## src/rtl/npu_seq_ctrl.sv

```systemverilog
// NPU invocation sequencer: configure, input load, fixed-latency compute, output drain.
// Optional stall-cycle performance counter enabled by defining NPU_SEQ_PERF_EN.
//
// state   | meaning
// IDLE    | waiting for config words or a new invocation with a valid config
// CONFIG  | loading N_IN / N_OUT from the config word
// LOAD    | reading N_IN inputs through the gated read strobe
// COMPUTE | fixed LAT-cycle compute window, strobes held low
// DRAIN   | writing N_OUT outputs through the gated write strobe
// STALL   | blocked on empty input / full output, returns to LOAD or DRAIN
module npu_seq_ctrl #(
  parameter int DATA_W = 16,
  parameter int CNT_W  = 8,
  parameter int LAT    = 4
) (
  input  logic              CLK,
  input  logic              RST_N,
  input  logic [DATA_W-1:0] npu_state_data_in,
  input  logic              npu_state_input_reg_enable,
  input  logic              npu_state_output_reg_enable,
  input  logic              npu_config_fifo_empty,
  input  logic              npu_input_fifo_empty,
  input  logic              npu_sched_input_fifo_read_en,
  input  logic              npu_output_fifo_full,
  input  logic              npu_sched_output_fifo_write_en,
  output logic              npu_input_fifo_read_en,
  output logic              npu_output_fifo_write_en,
  output logic              npu_state_idle,
  output logic              npu_state_config,
  output logic              npu_state_load,
  output logic              npu_state_compute,
  output logic              npu_state_drain,
  output logic              npu_state_stall,
  output logic              npu_inputs_done,
  output logic              npu_outputs_done,
  output logic              npu_cfg_err,
  output logic [CNT_W-1:0]  npu_in_count,
  output logic [CNT_W-1:0]  npu_out_count,
  output logic [15:0]       npu_stall_cycles
);

  localparam int LAT_W = (LAT > 1) ? $clog2(LAT) : 1;

  typedef enum logic [2:0] {
    S_IDLE, S_CONFIG, S_LOAD, S_COMPUTE, S_DRAIN, S_STALL
  } state_t;

  state_t             state_q, state_d;
  state_t             ret_q, ret_d;
  logic               cfg_valid_q, cfg_valid_d;
  logic [CNT_W-1:0]   n_in_q, n_in_d;
  logic [CNT_W-1:0]   n_out_q, n_out_d;
  logic [CNT_W-1:0]   in_cnt_q, in_cnt_d;
  logic [CNT_W-1:0]   out_cnt_q, out_cnt_d;
  logic [LAT_W-1:0]   lat_q, lat_d;
  logic               in_done_q, in_done_d;
  logic               out_done_q, out_done_d;
  logic               cfg_err_q, cfg_err_d;
  logic               rd_en, wr_en;
  logic               unused_data;

  // Only the low CNT_W bits of the config word carry a count.
  assign unused_data = ^npu_state_data_in;

  always_ff @(posedge CLK or negedge RST_N) begin
    if (!RST_N) begin
      state_q     <= S_IDLE;
      ret_q       <= S_LOAD;
      cfg_valid_q <= 1'b0;
      n_in_q      <= '0;
      n_out_q     <= '0;
      in_cnt_q    <= '0;
      out_cnt_q   <= '0;
      lat_q       <= '0;
      in_done_q   <= 1'b0;
      out_done_q  <= 1'b0;
      cfg_err_q   <= 1'b0;
    end else begin
      state_q     <= state_d;
      ret_q       <= ret_d;
      cfg_valid_q <= cfg_valid_d;
      n_in_q      <= n_in_d;
      n_out_q     <= n_out_d;
      in_cnt_q    <= in_cnt_d;
      out_cnt_q   <= out_cnt_d;
      lat_q       <= lat_d;
      in_done_q   <= in_done_d;
      out_done_q  <= out_done_d;
      cfg_err_q   <= cfg_err_d;
    end
  end

  always_comb begin
    state_d     = state_q;
    ret_d       = ret_q;
    cfg_valid_d = cfg_valid_q;
    n_in_d      = n_in_q;
    n_out_d     = n_out_q;
    in_cnt_d    = in_cnt_q;
    out_cnt_d   = out_cnt_q;
    lat_d       = lat_q;
    in_done_d   = 1'b0;
    out_done_d  = 1'b0;
    cfg_err_d   = 1'b0;
    rd_en       = 1'b0;
    wr_en       = 1'b0;

    case (state_q)
      S_IDLE: begin
        if (!npu_config_fifo_empty) begin
          state_d = S_CONFIG;
        end else if (cfg_valid_q && !npu_input_fifo_empty) begin
          state_d   = S_LOAD;
          in_cnt_d  = '0;
          out_cnt_d = '0;
        end
      end
      S_CONFIG: begin
        if (npu_state_input_reg_enable)  n_in_d  = npu_state_data_in[CNT_W-1:0];
        if (npu_state_output_reg_enable) n_out_d = npu_state_data_in[CNT_W-1:0];
        // Validity is judged on the counts as they stand after this cycle's loads.
        if (npu_config_fifo_empty) begin
          if ((n_in_d != '0) && (n_out_d != '0)) begin
            state_d     = S_LOAD;
            cfg_valid_d = 1'b1;
            in_cnt_d    = '0;
            out_cnt_d   = '0;
          end else begin
            state_d     = S_IDLE;
            cfg_valid_d = 1'b0;
            cfg_err_d   = 1'b1;
          end
        end
      end
      S_LOAD: begin
        rd_en = npu_sched_input_fifo_read_en && !npu_input_fifo_empty;
        if (rd_en) begin
          in_cnt_d = in_cnt_q + 1'b1;
          if (in_cnt_d == n_in_q) begin
            state_d   = S_COMPUTE;
            in_done_d = 1'b1;
            lat_d     = LAT_W'(LAT - 1);
          end
        end else if (npu_sched_input_fifo_read_en) begin
          state_d = S_STALL;
          ret_d   = S_LOAD;
        end
      end
      S_COMPUTE: begin
        if (lat_q == '0) state_d = S_DRAIN;
        else             lat_d   = lat_q - 1'b1;
      end
      S_DRAIN: begin
        wr_en = npu_sched_output_fifo_write_en && !npu_output_fifo_full;
        if (wr_en) begin
          out_cnt_d = out_cnt_q + 1'b1;
          if (out_cnt_d == n_out_q) begin
            out_done_d = 1'b1;
            if (!npu_config_fifo_empty) begin
              state_d = S_CONFIG;
            end else if (cfg_valid_q && !npu_input_fifo_empty) begin
              state_d   = S_LOAD;
              in_cnt_d  = '0;
              out_cnt_d = '0;
            end else begin
              state_d = S_IDLE;
            end
          end
        end else if (npu_sched_output_fifo_write_en) begin
          state_d = S_STALL;
          ret_d   = S_DRAIN;
        end
      end
      S_STALL: begin
        if (ret_q == S_LOAD) begin
          if (!npu_input_fifo_empty) state_d = S_LOAD;
        end else if (!npu_output_fifo_full) begin
          state_d = S_DRAIN;
        end
      end
      default: state_d = S_IDLE;
    endcase
  end

  assign npu_input_fifo_read_en   = rd_en;
  assign npu_output_fifo_write_en = wr_en;
  assign npu_state_idle    = (state_q == S_IDLE);
  assign npu_state_config  = (state_q == S_CONFIG);
  assign npu_state_load    = (state_q == S_LOAD);
  assign npu_state_compute = (state_q == S_COMPUTE);
  assign npu_state_drain   = (state_q == S_DRAIN);
  assign npu_state_stall   = (state_q == S_STALL);
  assign npu_inputs_done   = in_done_q;
  assign npu_outputs_done  = out_done_q;
  assign npu_cfg_err       = cfg_err_q;
  assign npu_in_count      = in_cnt_q;
  assign npu_out_count     = out_cnt_q;

`ifdef NPU_SEQ_PERF_EN
  logic [15:0] stall_cyc_q;

  always_ff @(posedge CLK or negedge RST_N) begin
    if (!RST_N)                                           stall_cyc_q <= '0;
    else if (state_q == S_STALL && stall_cyc_q != 16'hFFFF) stall_cyc_q <= stall_cyc_q + 1'b1;
  end

  assign npu_stall_cycles = stall_cyc_q;
`else
  assign npu_stall_cycles = '0;
`endif

endmodule
```

## config.mk

```make
export PLATFORM = sky130hd
export DESIGN_NAME = npu_seq_ctrl
export DESIGN_NICKNAME = d
export VERILOG_FILES = /design/src/rtl/npu_seq_ctrl.sv
export SDC_FILE = /design/constraint.sdc
export NUM_CORES = 1
export LEC_CHECK = 0
export BUFFER_PORTS_ARGS = -buffer_cell sky130_fd_sc_hd__buf_2
export CELL_PAD_IN_SITES_DETAIL_PLACEMENT = 1
export CELL_PAD_IN_SITES_GLOBAL_PLACEMENT = 1
export CORE_AREA = 2 2 87 122
export CTS_CLUSTER_DIAMETER = 150
export DETAILED_ROUTE_END_ITERATION = 16
export DIE_AREA = 0 0 89 124
export GPL_TIMING_DRIVEN = 0
export MAX_ROUTING_LAYER = met4
export PLACE_DENSITY = 0.63
export RECOVER_POWER = 100
export SYNTH_ARGS = -nofsm -noshare
export SYNTH_HDL_FRONTEND = slang
export SYNTH_SLANG_ARGS = --single-unit
```

## constraint.sdc

```tcl
create_clock -name CLK -period 6 [get_ports CLK]
set_input_delay 0.3 -clock CLK [delete_from_list [all_inputs] [get_ports CLK]]
set_output_delay 0.3 -clock CLK [all_outputs]
set_load 0.05 [all_outputs]
```

==> key figures, run 1 <==
Timing
  • Slew @ Worst Pin: 2.35 ns
  • Fin Setup TNS: 0 ns
  • Fin crit share: 68.5%
  • Final Critical Period: 4.11 ns
  • Max Transition Viols Final: 55
  • Worst Skew: 0.00442 ns
  • # setup viols final: 0
  • RSZ-0062 raised after global routing: false
  • Relative slew slack: -56.4%
  • Count of final hold-check violations: 0
  • Fmax: 243 MHz

Cells and area
  • Synth-to-layout area growth: 17.3%
  • Ant. Diodes: 0
  • Reg area: 0.00108 mm²
  • Final net count: 416
  • Fillcell total: 1251
  • Area of the multi-input gates: 0.00162 mm²
  • Cell area after layout: 0.00344 mm²
  • Ratio of cells with drive above 1 in the final layout: 17.3%

Drt
  • Via-per-instance ratio: 5.08
  • Drt pass-1 iters: 4
  • Drt first-iter violations: 65
  • DRC viols: 0
  • Total Wirelength: 8.71 mm
  • Via count: 2658
  • Antenna-violating nets left: 0
  • WL/cell: 16.7 µm

Critical path
  • Startpoint Class: flip-flop
  • Crit Path Class: reg2reg
  • Worst-path maximum fanout: 10
  • Req. time, crit path: 6.18 ns
  • Crit. Startpoint: npu_out_count[0]$_DFFE_PN0P_
  • Worst r2r src: npu_out_count[0]$_DFFE_PN0P_
  • CP Data Arrival Time: 4.29 ns
  • Critical Path Sink Type: flip-flop
  • FF-to-FF setup slack: 1.89 ns

Job
  • Maximum Capacitance Violations: 2

Floorplanning
  • # rows: 43
  • Initial core utilization: 29.6%
  • Die H: 124 µm
  • Die area: 0.0110 mm²
  • I/O pin cnt: 68
  • Die width: 89 µm
  • Core ar.: 0.00990 mm²

Global routing
  • First-pass GRT wire length: 14.1 mm
  • Largest net degree at the start of global routing: 44
  • Vias in the first global route: 2762
  • Antenna violations before repair: 0
  • Total Routing Usage GR: 17.4%
  • Gr ovfl total: 0

Yosys
  • Yosys cell types: 62
  • Synthesized area per cell: 9.07 µm²
  • Post-Synth Adder-Cell Area: 1.28%
  • Ys async rst share: 100%
  • Post-Synth XOR/XNOR Area: 5.38%
  • Synthesized area: 0.00293 mm²
  • Warnings from Yosys: 0
  • Main combinational cell family by area after synthesis: simple AND/OR/NAND/NOR gates
  • Compound-Gate Fraction of Synth Area: 16.6%
  • Post-synthesis mux area share: 8.46%
  • Top_reg_cell synth: dfrtp_1
  • Post-synthesis cell count: 323
  • Seq/Total Area, Yosys: 36.8%
  • Post-synth EDFFs: 0
  • Seq cells post-synth: 43
  • Simple-gate share of the synthesized area: 22.9%

Clock tree
  • CTS resizes: 0
  • Reg clk slew, reported paths: 0.06 ns
  • CTS Buf Count: 5
  • Clk_lat worst skew: 0.29 ns
  • # Post-CTS Setup Buffers: 0
  • CTS sink cnt: 43
  • Clock Tree Root: clkbuf_16
  • Clock Tree Buf Depth: 2
  • Hold buffer count at CTS: 0
  • TritonCTS clock tree: built
  • CTS HTree Levels: 2

Placement
  • I/O Buffers: 43
  • Final RePlAce weighted congestion: 0.802
  • HPWL after detailed placement: 6.58 mm
  • Post-DP Area: 0.00337 mm²

Hold path
  • Hold_sp: npu_sched_input_fifo_read_en
  • Hold/Removal Path Class: in2reg

Power
  • Pwr/cell area: 464 mW/mm²
  • Static Leak: 1.44 nW
  • Peak VDD IR: 187 µV

Outcome
  • Outcome: finished with violations
  • Violated checks: capacitance limit, slew limit
## critical path, stage by stage (launching register included)
cell	delay [ns]
dfrtp_1	0.53
ha_1	0.38
nor2b_1	0.29
and3_1	0.20
nor3b_1	0.05
nor4b_1	1.48
a21oi_1	0.56
a221o_1	0.50
## metal layers
metal	up-vias	wire, µm	global-route usage [%]
li1	1275	-	-
met1	1327	3610	18.6
met2	47	4680	31.5
met3	9	235	2.92
met4	0	174	6.90
met5	-	0	-
## metrics by stage
stage	power [W]	instances	hold WS, ns	worst slack (ns)	util (%)
2_1_floorplan	0.00114	338	0.00441	3.25	-
3_3_place_gp	0.00133	516	0.471	3.16	34.0
3_5_place_dp	0.00136	516	0.491	3.14	34.0
4_1_cts	0.00165	523	0.213	3.06	35.5
5_1_grt	0.00171	523	0.281	1.56	34.7
6_report	0.00159	523	0.273	1.89	34.7
## cells in the mapped netlist, types with 3 or more instances
cell	number	area [µm²]
a21oi_1	14	70.1
a221o_1	4	40.0
a22o_1	3	26.3
and2_1	3	18.8
and3_1	4	25.0
buf_2	4	20.0
buf_4	16	120
clkbuf_1	8	30.0
dfrtp_1	42	1050
ha_1	3	37.5
inv_1	18	67.6
mux2_2	18	203
mux2i_1	3	30.0
nand2_1	26	97.6
nand2b_1	5	31.3
nand3_1	16	80.1
nand4_1	3	18.8
nor2_1	20	75.1
nor2b_1	9	56.3
nor3_1	10	50.1
nor3b_1	4	30.0
nor4_1	7	43.8
o211ai_1	4	30.0
o21ai_0	12	60.1
o22ai_1	5	31.3
or3_1	5	31.3
xnor2_1	11	96.3
xor2_1	7	61.3
## placed cells by master (no fill, tap or decap), types with 3 or more instances in the layout
master and instances:
nand4_1 3, xor2_1 7, nor2_1 20, inv_1 18, nor2b_1 9, and2_1 3
nand2_1 26, nand3_1 17, o21ai_0 12, clkbuf_16 5, or3_1 5, nor3_1 10
nor4_1 7, a22o_1 3, clkbuf_1 37, a221o_1 4, nand2b_1 5, ha_1 3
o211ai_1 4, a21oi_1 15, o22ai_1 5, mux2i_1 3, dfrtp_1 42, buf_2 18
xnor2_1 11, buf_4 16, conb_1 16, nor3b_1 4, and3_1 4, mux2_2 18
## state kept, by name (all words and copies together), names as in the netlist
register	count
cfg_valid_q	1
lat_q	2
n_in_q	8
n_out_q	8
npu_cfg_err	1
npu_in_count	8
npu_inputs_done	1
npu_out_count	8
npu_outputs_done	1
ret_q	2
state_q	3
## final cells by class
type                            count  share of cell area [%]
Clock inverter                      1                   0.146
Multi-Input combinational cell    248                    47.1
Sequential cell                    43                    31.4
Timing Repair Buffer               43                    5.24
Buffer                             29                    5.24
Tap cell                          135                    4.92
Inverter                           18                    1.97
Clock buffer                        6                    4.04
## path summary, 6_finish.rpt
path | end | cells after the start
max | npu_out_count[2]$_DFFE_PN0P_ | 7
min | ret_q[2]$_DFFE_PN0P_ | 2
max reg2reg | npu_out_count[2]$_DFFE_PN0P_ | 7
min reg2reg | lat_q[0]$_DFFE_PN0P_ | 1
max in group asynchronous | state_q[0]$_DFFE_PN0P_ | 1
min in group asynchronous | n_out_q[2]$_DFFE_PN0P_ | 1
## power breakdown
part           switching, W  internal [W]  total (W)
clock network      0.000115      0.000163   0.000278
logic              0.000495      0.000291   0.000785
registers          0.000133      0.000396   0.000529
## kinds of logic (layout without fill, tap and decap cells)
logic type,Yosys count,after routing
compound gates,66,66
xor+xnor,18,18
fa+ha+maj,3,3
buf+inv,47,97
flops,43,43
mux,22,22
other cells,1,16
simple gates,123,123
Note: power is estimated with default switching activity, not from simulation.
==> run 2: changes to the inputs <==
Settings changed: ABC_AREA from default to 1, CORE_AREA 2 2 87 122 to 2 2 90 126, DIE_AREA 0 0 89 124 to 0 0 92 128, PLACE_DENSITY 0.63 to 0.65.
Clock period 6 ns to 4.14 ns, I/O delays scaled along.
==> key figures, run 2 <==
Outcome
  • Outcome: finished with violations
  • Violated checks: capacitance limit, slew limit

Floorplanning
  • Core ar.: 0.0107 mm² (+8.1%)
  • Die H: 128 µm (+3.2%)
  • Die width: 92 µm (+3.4%)
  • I/O pin cnt: 68 (unchanged)
  • Die area: 0.0118 mm² (+6.7%)
  • # rows: 45 (+4.7%)
  • Initial core utilization: 29.2% (-0.38 points)

Yosys
  • Post-Synth XOR/XNOR Area: 1.68% (-3.7 points)
  • Top_reg_cell synth: dfrtp_1
  • Post-synthesis cell count: 444 (+37%)
  • Post-Synth Adder-Cell Area: 1.20% (-0.080 points)
  • Warnings from Yosys: 0 (unchanged)
  • Ys async rst share: 100% (unchanged)
  • Compound-Gate Fraction of Synth Area: 8.29% (-8.3 points)
  • Post-synth top area share: 33.6% (-2.2 points)
  • Synth area leader: dfrtp_1
  • Synthesized area: 0.00312 mm² (+6.7%)
  • Top-count cell post-synth: nand2_1
  • Yosys cell types: 38 (-39%)
  • Post-synth EDFFs: 0 (unchanged)
  • Main combinational cell family by area after synthesis: simple AND/OR/NAND/NOR gates
  • Post-synthesis mux area share: 0.360% (-8.1 points)
  • Top cells by area, synth: dfrtp_1 (34%), nand2_1 (16%), nand3_1 (6.1%), inv_1 (5.3%), o21ai_0 (4.3%)
  • Seq/Total Area, Yosys: 34.5% (-2.3 points)
  • Seq cells post-synth: 43 (unchanged)
  • Synthesized area per cell: 7.04 µm² (-22%)
  • Most instantiated cells after synthesis: nand2_1 (137), inv_1 (44), dfrtp_1 (42)
  • Simple-gate share of the synthesized area: 42.1% (+19 points)

Timing
  • Relative slew slack: -69.3% (-13 points)
  • Worst Skew: 0.00690 ns (+0.00248 ns)
  • # setup viols final: 0 (unchanged)
  • Final Critical Period: 2.67 ns
  • Fin crit share: 64.6%
  • RSZ-0062 raised after global routing: false
  • Fmax: 374 MHz
  • Fin Setup TNS: 0 ns (unchanged)
  • Max Transition Viols Final: 44 (-20%)
  • Slew @ Worst Pin: 2.54 ns (+0.193 ns)
  • Count of final hold-check violations: 0 (unchanged)

Power
  • Sequential share of power: 29.0% (-4.2 points)
  • Clock share of power: 22.7% (+5.3 points)
  • Internal cell power: 0.00123 W (+45%)
  • Switching power: 0.00107 W (+44%)
  • Peak VDD IR: 267 µV (+43%)
  • Static Leak: 1.83 nW (+27%)
  • Pwr/cell area: 629 mW/mm² (+36%)
  • Combinational share of power: 48.2% (-1.1 points)
  • Switching fraction of total power: 46.6% (-0.097 points)

Critical path
  • Critical Path Sink Type: primary output
  • FF-to-FF setup slack: 1.47 ns (-0.42 ns)
  • Req. time, crit path: 3.93 ns (-2.25 ns)
  • Worst r2r src: npu_out_count[1]$_DFFE_PN0P_
  • Startpoint Class: flip-flop
  • Reg2Reg Depth: 11 (+4)
  • Worst-path maximum fanout: 10 (unchanged)
  • Crit Path Class: reg2out
  • R2r endpoint: npu_in_count[2]$_DFFE_PN0P_
  • CP Data Arrival Time: 2.47 ns (-1.82 ns)

Drt
  • Drt first-iter violations: 116 (+78%)
  • WL/cell: 13.6 µm (-18%)
  • Antenna-violating nets left: 0 (unchanged)
  • Via count: 3013 (+13%)
  • DRC viols: 0 (unchanged)
  • Drt pass-1 iters: 4 (unchanged)
  • Total Wirelength: 8.87 mm (+1.8%)
  • Via-per-instance ratio: 4.63 (-8.9%)

Global routing
  • Vias in the first global route: 3095 (+12%)
  • Met1 Resource Use GR: 16.3% (-2.3 points)
  • GR peak layer: met2
  • Antenna violations before repair: 0 (unchanged)
  • Largest net degree at the start of global routing: 44 (unchanged)
  • Global Route met2 Usage: 31.9% (+0.39 points)
  • First-pass GRT wire length: 14.7 mm (+4.3%)
  • Total Routing Usage GR: 16.1% (-1.3 points)
  • GR Layer Usage met3: 2.29% (-0.62 points)
  • Gr ovfl total: 0 (unchanged)

Clock tree
  • CTS Buf Count: 5 (unchanged)
  • TritonCTS clock tree: built
  • Hold buffer count at CTS: 0 (unchanged)
  • Clk_lat worst skew: 0.29 ns (about the same)
  • Clock Tree Buf Depth: 2 (unchanged)
  • CTS HTree Levels: 2 (unchanged)
  • CTS sink cnt: 43 (unchanged)
  • # Post-CTS Setup Buffers: 0 (unchanged)
  • CTS resizes: 0 (unchanged)
  • Reg clk slew, reported paths: 0.06 ns (about the same)
  • Clock Tree Root: clkbuf_16

Cells and area
  • Ratio of cells with drive above 1 in the final layout: 16.7% (-0.60 points)
  • Final net count: 537 (+29%)
  • Core Util, Final: 34.2% (-0.50 points)
  • Commonest non-fill, non-tap cell in the layout: nand2_1
  • Ant. Diodes: 0 (unchanged)
  • Finished Layout Cells: 651 (+24%)
  • Fillcell total: 1399 (+12%)
  • Commonest cells after routing, fill and taps aside: nand2_1 (141), inv_1 (45), dfrtp_1 (42), nand3_1 (40), o21ai_0 (35)
  • Synth-to-layout area growth: 17.1%

Hold path
  • Hold Path Cell Cnt: 3 (+1)
  • Hold EP: npu_cfg_err$_DFF_PN0_
  • Hold_sp: npu_config_fifo_empty
  • Hold/Removal Path Class: in2reg

Job
  • Maximum Capacitance Violations: 1 (-1)

Placement
  • Placed Cells: 643 (+25%)
  • Final RePlAce weighted congestion: 0.851 (+6.1%)
  • I/O Buffers: 43 (unchanged)
  • HPWL after detailed placement: 7.12 mm (+8.2%)
## run 2: changes by cell type after synthesis, sizes merged, moves of 7 or more
cell,previous run,this run
nor2b,9,0
mux2,19,1
nor2,20,41
xnor2,11,3
nand2,26,158
o21ai,12,42
inv,18,53
nor4,7,0
nand3,17,44
a21oi,15,6
## run 2: critical path: stages, from the launching register on
cell and delay [ns]:
dfrtp_1 0.46, nor2_1 0.16, clkinv_1 0.10, nor2_1 0.53, clkbuf_1 0.42, clkbuf_1 0.51
## run 2: layout make-up
class	count	area (µm²)	share of cell area, %
buffer	23	166	4.55
clock buffer	5	125	3.42
clock inverter	3	67.6	1.85
inverter	53	201	5.50
multi-input combinational	340	1670	45.5
sequential	43	1080	29.4
tap	141	176	4.82
timing repair buffer	43	180	4.92
## run 2: power by group through the flow
stage                     clock, W  combinational [W]  sequential [W]
after floorplan                  0           0.000908        0.000686
after global placement           0            0.00119        0.000672
after detailed placement         0            0.00121        0.000675
after CTS                 0.000542            0.00122        0.000670
after global routing      0.000556            0.00126        0.000688
final                     0.000523            0.00111        0.000668
## run 2: stage by stage
| step | power, W | worst slack [ns] | hold slack (ns) | area (µm²) |
|---|---|---|---|---|
| global route | 0.00250 | 1.23 | 0.255 | 3660 |
| CTS | 0.00243 | 1.96 | 0.151 | 3760 |
| detailed placement | 0.00189 | 2.00 | 0.471 | 3570 |
| global placement | 0.00186 | 2.07 | 0.463 | 3570 |
| floorplan | 0.00159 | 2.05 | -0.0886 | 3180 |
| finish | 0.00230 | 1.47 | 0.230 | 3660 |
## run 2: logic make-up after synthesis
group           count (synthesis)
simple gates                  264
fa+ha+maj                       3
other cells                     1
compound gates                 50
xor+xnor                        6
buf+inv                        76
mux                             1
flops                          43
## run 2: per-layer routing
layer  share of wire, %  vias to the layer above
met2                 56                       51
li1                   -                     1517
met4                1.1                        0
met3                3.2                        6
met1                 39                     1439
met5                  0                        -
## run 2: how the worst max path moves through the flow
stage	start	endpoint	slack, ns	cells past startpoint
after floorplan	npu_out_count[1]$_DFFE_PN0P_	npu_in_count[4]$_DFFE_PN0P_	2.05	12
after global placement	npu_in_count[0]$_DFFE_PN0P_	state_q[2]$_DFFE_PN0P_	2.07	12
after detailed placement	npu_in_count[0]$_DFFE_PN0P_	state_q[0]$_DFFE_PN0P_	2.00	12
after CTS	state_q[2]$_DFFE_PN0P_	npu_state_config	1.96	5
after global routing	npu_out_count[1]$_DFFE_PN0P_	npu_in_count[1]$_DFFE_PN0P_	1.23	14
final	state_q[2]$_DFFE_PN0P_	npu_state_config	1.47	5
==> run 3: changes to the inputs <==
Clock period 4.14 ns to 2.6 ns, I/O delays scaled along.
==> key figures, run 3 (synthesis results as in run 2) <==
Drt
  • WL/cell: 13.6 µm (-0.26%)
  • Routed wl met2: 4.99 mm (about the same)
  • Total Wirelength: 8.84 mm (-0.26%)
  • Drt first-iter violations: 120 (+3.4%)
  • Via-per-instance ratio: 4.63 (about the same)
  • DRT met1 WL: 3.49 mm (-0.23%)
  • DR WL met3: 268 µm (-4.3%)
  • Drt pass-1 iters: 4 (unchanged)
  • Antenna-violating nets left: 0 (unchanged)
  • Via count: 3015 (+0.066%)
  • Highest routed layer: met4
  • DRC viols: 0 (unchanged)

Hold path
  • Hold/Removal Path Class: in2async

Job
  • Maximum Capacitance Violations: 0 (-1)

Clock tree
  • CTS resizes: 0 (unchanged)
  • CTS Buf Count: 5 (unchanged)
  • Clock Tree Root: clkbuf_16
  • Clk_lat worst skew: 0.29 ns (about the same)
  • Clock Tree Buf Depth: 2 (unchanged)
  • Hold buffer count at CTS: 0 (unchanged)
  • CTS sink cnt: 43 (unchanged)
  • TritonCTS clock tree: built
  • # Post-CTS Setup Buffers: 0 (unchanged)
  • Reg clk slew, reported paths: 0.06 ns (about the same)
  • CTS HTree Levels: 2 (unchanged)

Timing
  • # setup viols final: 0 (unchanged)
  • Fin Setup TNS: 0 ns (unchanged)
  • Final Critical Period: 2.29 ns
  • Fmax: 437 MHz
  • Slew @ Worst Pin: 1.06 ns (-1.47 ns)
  • Worst Skew: 0.00668 ns (-0.000216 ns)
  • Fin crit share: 88.0%
  • Max Transition Viols Final: 0 (-100%)
  • Relative slew slack: 29.0% (+98 points)
  • RSZ-0062 raised after global routing: false
  • Count of final hold-check violations: 0 (unchanged)

Floorplanning
  • Die width: 92 µm (unchanged)
  • Die H: 128 µm (unchanged)
  • # rows: 45 (unchanged)
  • I/O pin cnt: 68 (unchanged)
  • Core ar.: 0.0107 mm² (unchanged)
  • Die area: 0.0118 mm² (unchanged)
  • Initial core utilization: 29.2% (unchanged)

Critical path
  • Critical Path Sink Type: primary output
  • Startpoint Class: flip-flop
  • Worst r2r src: npu_out_count[1]$_DFFE_PN0P_
  • R2r endpoint: npu_in_count[0]$_DFFE_PN0P_
  • Req. time, crit path: 2.47 ns (-1.46 ns)
  • Crit Path Class: reg2out
  • CP Data Arrival Time: 2.16 ns (-0.31 ns)
  • Worst-path maximum fanout: 10 (unchanged)
  • Reg2Reg Depth: 11 (unchanged)
  • FF-to-FF setup slack: 0.35 ns (-1.12 ns)

Cells and area
  • Ant. Diodes: 0 (unchanged)
  • Final net count: 537 (unchanged)
  • Core Util, Final: 34.7% (+0.46 points)
  • Synth-to-layout area growth: 18.7%
  • Fillcell total: 1394 (-0.36%)
  • Ratio of cells with drive above 1 in the final layout: 17.6% (+0.98 points)
  • Commonest non-fill, non-tap cell in the layout: nand2_1
  • Commonest cells after routing, fill and taps aside: nand2_1 (140), inv_1 (46), dfrtp_1 (42), nand3_1 (38), o21ai_0 (35)

Power
  • Static Leak: 1.84 nW (+0.95%)
  • Pwr/cell area: 1010 mW/mm² (+60%)
  • Peak VDD IR: 426 µV (+59%)

Global routing
  • Vias in the first global route: 3095 (unchanged)
  • Total Routing Usage GR: 16.1% (unchanged)
  • Antenna violations before repair: 0 (unchanged)
  • First-pass GRT wire length: 14.7 mm (unchanged)
  • Gr ovfl total: 0 (unchanged)
  • Largest net degree at the start of global routing: 44 (unchanged)

Outcome
  • Outcome: completed

Placement
  • Final RePlAce weighted congestion: 0.851 (unchanged)
  • I/O Buffers: 43 (unchanged)
  • HPWL after detailed placement: 7.12 mm (unchanged)
-- run 3: layout make-up --
cell class                 instances  area [µm²]  area share (%)
multi-input combinational        340        1710            46.2
sequential                        43        1080            29.0
inverter                          53         201            5.43
timing repair buffer              43         181            4.89
tap                              141         176            4.76
buffer                            23         166            4.49
clock buffer                       5         125            3.37
clock inverter                     3        67.6            1.82
-- run 3: critical path, stage by stage, from the launching register on --
cell      delay, ns
dfrtp_1        0.47
inv_1          0.21
nor2_4         0.28
clkbuf_1       0.39
clkbuf_1       0.51
-- run 3: worst max-delay path by stage --
stage,slack (ns),cells past startpoint,from,end
after CTS,0.45,12,npu_in_count[0]$_DFFE_PN0P_,state_q[0]$_DFFE_PN0P_
after global placement,0.53,12,npu_in_count[0]$_DFFE_PN0P_,state_q[2]$_DFFE_PN0P_
after detailed placement,0.46,12,npu_in_count[0]$_DFFE_PN0P_,state_q[0]$_DFFE_PN0P_
after global routing,0.14,14,npu_out_count[1]$_DFFE_PN0P_,state_q[0]$_DFFE_PN0P_
after floorplan,0.51,12,npu_out_count[1]$_DFFE_PN0P_,npu_in_count[4]$_DFFE_PN0P_
final,0.31,4,state_q[0]$_DFFE_PN0P_,npu_state_config
-- run 3: where the power goes --
group          internal, W  switching, W  total, W
clock network     0.000551      0.000284  0.000835
logic             0.000565       0.00127   0.00184
registers         0.000871      0.000191   0.00106
-- run 3: routing by layer --
metal  vias to the layer above  global-route usage (%)
met5                         -                       -
met4                         0                    4.13
met3                         6                    2.29
met2                        47                    31.9
met1                      1445                    16.3
li1                       1517                       -
-- run 3: stage by stage --
| step | hold slack, ns | cells | instance area, µm² | total power (W) | setup WS (ns) |
|---|---|---|---|---|---|
| global placement | 0.386 | 643 | 3570 | 0.00296 | 0.527 |
| detailed placement | 0.394 | 643 | 3570 | 0.00301 | 0.463 |
| finish | 0.0349 | 651 | 3710 | 0.00374 | 0.313 |
| floorplan | -0.166 | 459 | 3180 | 0.00254 | 0.506 |
| global route | 0.122 | 651 | 3710 | 0.00405 | 0.135 |
| CTS | 0.0736 | 651 | 3760 | 0.00387 | 0.447 |
